## src/rtl/ifu.sv

```systemverilog
// ifu: instruction fetch unit, single-outstanding imem reads presented to decode via valid/ready
module ifu #(
  parameter logic [31:0] RESET_PC = 32'h8000_0000,
  parameter logic [31:0] NOP_INST = 32'h0000_0013
) (
  input  logic        clk,
  input  logic        rst_n,
  output logic        imem_req_valid,
  input  logic        imem_req_ready,
  output logic [31:0] imem_req_addr,
  input  logic        imem_rsp_valid,
  input  logic [31:0] imem_rsp_data,
  input  logic        imem_rsp_err,
  output logic        inst_valid,
  input  logic        inst_ready,
  output logic [31:0] inst,
  output logic [31:0] inst_pc,
  output logic        inst_fault,
  input  logic        redirect_valid,
  input  logic [31:0] redirect_pc,
  input  logic        halt
);
  typedef enum logic [2:0] {BOOT, REQ, WAIT, DRAIN, HOLD, HALT} state_t;
  state_t      state_q, state_d;
  logic [31:0] pc_q, pc_d, inst_q, inst_d, inst_pc_q, inst_pc_d;
  logic        inst_fault_q, inst_fault_d, req_hs, misaligned;
  assign misaligned     = pc_q[1:0] != 2'b00;
  assign imem_req_valid = state_q == REQ && !misaligned;
  assign imem_req_addr  = imem_req_valid ? pc_q : '0;
  assign req_hs         = imem_req_valid && imem_req_ready;
  assign inst_valid     = state_q == HOLD;
  assign inst           = inst_q;
  assign inst_pc        = inst_pc_q;
  assign inst_fault     = inst_fault_q;
  // next state, pc and captured instruction; a redirect overrides pc and picks REQ or DRAIN
  always_comb begin
    state_d      = state_q;
    pc_d         = pc_q;
    inst_d       = inst_q;
    inst_pc_d    = inst_pc_q;
    inst_fault_d = inst_fault_q;
    case (state_q)
      BOOT: begin
        pc_d    = RESET_PC;
        state_d = REQ;
      end
      REQ: begin
        state_d      = misaligned ? HOLD : req_hs ? WAIT : REQ;
        inst_d       = misaligned ? NOP_INST : inst_q;
        inst_pc_d    = misaligned ? pc_q : inst_pc_q;
        inst_fault_d = misaligned ? 1'b1 : inst_fault_q;
      end
      WAIT: begin
        state_d      = imem_rsp_valid ? HOLD : WAIT;
        inst_d       = imem_rsp_valid ? (imem_rsp_err ? NOP_INST : imem_rsp_data) : inst_q;
        inst_pc_d    = imem_rsp_valid ? pc_q : inst_pc_q;
        inst_fault_d = imem_rsp_valid ? imem_rsp_err : inst_fault_q;
      end
      DRAIN: state_d = imem_rsp_valid ? REQ : DRAIN;
      HOLD: begin
        pc_d    = inst_ready ? pc_q + 32'd4 : pc_q;
        state_d = !inst_ready ? HOLD : halt ? HALT : REQ;
      end
      HALT: state_d = HALT;
      default: state_d = BOOT;
    endcase
    if (redirect_valid) begin
      pc_d    = redirect_pc;
      state_d = (state_q == REQ && req_hs) || ((state_q == WAIT || state_q == DRAIN) && !imem_rsp_valid) ? DRAIN : REQ;
    end
  end
  // state and datapath registers with synchronous active-low reset
  always_ff @(posedge clk) begin
    if (!rst_n) begin
      state_q      <= BOOT;
      pc_q         <= RESET_PC;
      inst_q       <= '0;
      inst_pc_q    <= '0;
      inst_fault_q <= 1'b0;
    end else begin
      state_q      <= state_d;
      pc_q         <= pc_d;
      inst_q       <= inst_d;
      inst_pc_q    <= inst_pc_d;
      inst_fault_q <= inst_fault_d;
    end
  end
endmodule

```

## config.mk

```make
export PLATFORM = sky130hd
export DESIGN_NAME = ifu
export DESIGN_NICKNAME = d
export VERILOG_FILES = /design/src/rtl/ifu.sv
export SDC_FILE = /design/constraint.sdc
export NUM_CORES = 1
export LEC_CHECK = 0
export CAP_MARGIN = 40
export CORE_ASPECT_RATIO = 1.75
export CORE_UTILIZATION = 25
export CTS_CLUSTER_SIZE = 8
export DETAILED_ROUTE_END_ITERATION = 8
export SYNTH_ARGS = -nofsm -noshare
export SYNTH_HDL_FRONTEND = slang
export SYNTH_SLANG_ARGS = --single-unit
```

## constraint.sdc

```tcl
create_clock -name clk -period 2.3 [get_ports clk]
set_input_delay 0.69 -clock clk [delete_from_list [all_inputs] [get_ports clk]]
set_output_delay 0.69 -clock clk [all_outputs]
set_load 0.1 [all_outputs]
```

==> impl_results.md <==
- Status: finished with violations
- Failing checks: negative setup slack
- Die area: 18600 sq um
- Initial antenna violation count: 0
- Reg clk slew, reported paths: around 70 ps
- Pwr dens: between 500 and 600 nW/um^2
- Die W: between 100 and 150 um
- Clock sinks: 100
- CP Capture Type: output pin
- Top cell type's share of synthesized area: ~44%
- Fin crit period: 2390 ps
- Post-DR wirelength/cell: roughly 16 um
- Unrepaired setup endpoints after global routing: true
- Top FF cell, synth: dfxtp_1
- Fin crit share: 104%
- Hpwl dp: ~12000 um
- Number of top-level pins: between 150 and 200
- PortBufs: ~170
- Grt ovf: 0
- Fraction of registers with async set/reset: 0%
- Diode count: 0
- Met1 usage: roughly 18%
- Adder-Cell Fraction of Synth Area: less than 1%
- Final worst setup slack: -89.0 ps
- Commonest cells post-synth: dfxtp_1 (100), nand2_1 (88), nor2_1 (57)
- CTS tree: yes
- First-pass GRT wire length: ~24000 um
- CTS max path bufs: 2
- Vias per cell: between 4 and 5
- DR vias: about 4600
- Critical Path AT: roughly 1700 ps
- Xor/xnor share of the synthesized area: under 10%
- Fin cells: 970
- Final Hold Viols: 0
- Layout fillers: roughly 1700
- Most Crowded Layer GR: met2
- Met2 GRT Util: 31.3%
- Yosys warning count: 0
- Register area share after synthesis: 44.4%
- Die Ht: roughly 180 um
- Static Leak: between 2 and 3 nW
- # DRC: 0
- Most common cell in the synthesized netlist: dfxtp_1
- Final net count: about 810
- Sw Pwr: approximately 1.3 mW
- Largest family of logic cells by synthesized area: simple AND/OR/NAND/NOR gates
- Sw frac: 31.4%
- Critical Path Source: pc_q[1]
- Combinational power share: 22.8%
- Initial Utilization: between 20% and 30%
- Share of cells above drive strength 1: 29.5%
- Synth area leader: dfxtp_1
- CTS root buf: clkbuf_16
- Global Route Usage Sum: around 17%
- Hold WC Path Type: flop to flop
- Synthesized area per cell: slightly above 8 sq um
- Max Freq: around 420 MHz
- Mapped Area: about 4500 sq um
- Ranking of synthesized cells by area: dfxtp_1 (44%), nand2_1 (7.3%), a22oi_1 (6.0%), nor2_1 (4.8%), and2_1 (4.6%)
- Post-synthesis compound-gate area fraction: about a fifth
- PnR Total Power: 4.28 mW
- Mux share of post-synthesis cell area: less than 1%
- H-tree depth: 3
- Worst-Margin Slew: 540 ps
- Pint: between 2 and 3 mW
- Setup violators final: 29
- Num CTS Buffers: 9
- Post-synth EDFFs: 0
- Met3 usage: about 3.5%
- Crit Path Class: flop to output pin
- Min Hold Slack: around 460 ps
- Worst Hold Launch: inst_pc[24]
- TritonRoute pass-1 iters: 4
- Slew margin rel.: between 60 and 70%
- CP Launch Type: flop
- Max Cap Violations: 0
- Reg2reg start: pc_q[14]
- CP Data Required Time: between 1500 and 2000 ps
- Core area: ~18000 sq um
- Clock latency at the later pin of the worst-skew pair: 340 ps
- Final Slew Violations: 0
- Clock power frac: 34.0%
- Yosys reg bits: 100
- Max FO, Critical Path: 14
- Peak supply drop: between 0.0003 and 0.0004 V
- Post-DRT Antenna Nets: 0
- Layout Skew: 7.59 ps
- Flop pwr share: around 43%
- Largest net degree at the start of global routing: 50
- Sum Neg Setup Slack: -2080 ps
- Placed cells: roughly 950
- Vias in the first global route: approximately 4400
- Synth unique cells: 53
- Post-Synth Simple-Gate Area: between 20% and 30%
- Initial DRC count: 205
- Num rows: 64
- Area delta synth->final: 62.8%
- Total wire length: between 15000 and 20000 um
- Syn Inst Count: between 500 and 600
- Placer Congestion: about 0.85
[cells by family after synthesis]
family,count (synthesis)
buf+inv,50
flops,100
other cells,1
compound gates,126
simple gates,248
xor+xnor,15
fa+ha+maj,1
mux,4
[power groups by stage]
stage          clock [mW]  sequential, mW  combinational, mW
3_5_place_dp            0            1.89              0.932
3_3_place_gp            0            1.88              0.930
6_report             1.45            1.85              0.976
2_1_floorplan           0            2.01              0.412
4_1_cts              1.51            1.85              0.966
5_1_grt              1.58            1.86               1.02
[layout make-up]
type	instances	area [sq um]	area share, %
multi-input combinational	396	2390	32.6
timing repair buffer	221	2350	32.1
clock buffer	10	239	3.26
clock inverter	5	35.0	0.478
inverter	7	26.3	0.358
tap	231	289	3.94
sequential	100	2010	27.4
[sequential cells by signal, indices dropped and copies added, names as in the netlist]
register	count
inst	32
inst_fault	1
inst_pc	32
pc_q	32
state_q	3
[worst paths after layout]
path,endpoint,slack [ps],depth (start not counted)
worst min-delay path,inst_pc[24],460,2
worst max register to register,pc_q[26],370,5
worst max-delay path,imem_req_addr[14],-90,7
worst min register to register,inst_pc[24],460,2
[through the flow]
step	setup WS, ps	utilization, %	instance area [sq um]
floorplan	-52.4	-	4610
global placement	-75.1	39.5	6930
detailed placement	-108	39.5	6930
CTS	-168	41.6	7290
global route	-155	41.8	7330
finish	-89.0	41.8	7330
[worst max-delay path: stages, from the launching register on]
cell     delay, ps
dfxtp_2        330
nor2_4         180
nand2_4         90
nor3_4         140
buf_6          140
buf_12         130
and2_2         170
buf_12         170
[repair_timing]
item,4_1_cts,5_1_grt
endpoints found under the setup margin,31,32
hold buffers,0,0
gates resized for setup,15,20
buffers inserted,5,2
pin swaps,3,6
cloned,1,0
[placed cells by master (no fill, tap or decap), types with 8 or more instances in the layout]
cell type	netlist	final
nand4_1	17	17
xor2_1	8	8
nand2_1	88	87
nand3_1	15	15
nor2_1	57	56
dfxtp_1	100	97
clkdlybuf4s50_1	0	71
o21ai_0	21	21
buf_12	0	39
a22oi_1	36	36
buf_4	3	106
and2_4	0	24
a21oi_1	35	35
clkbuf_16	0	9
[layer usage]
layer  up-vias  routed length, um
li1       2292                  -
met1      2161               5710
met2       163               8600
met3        28                826
met4         0                624
met5         -                  0
Power figures use the tool's default switching activity.
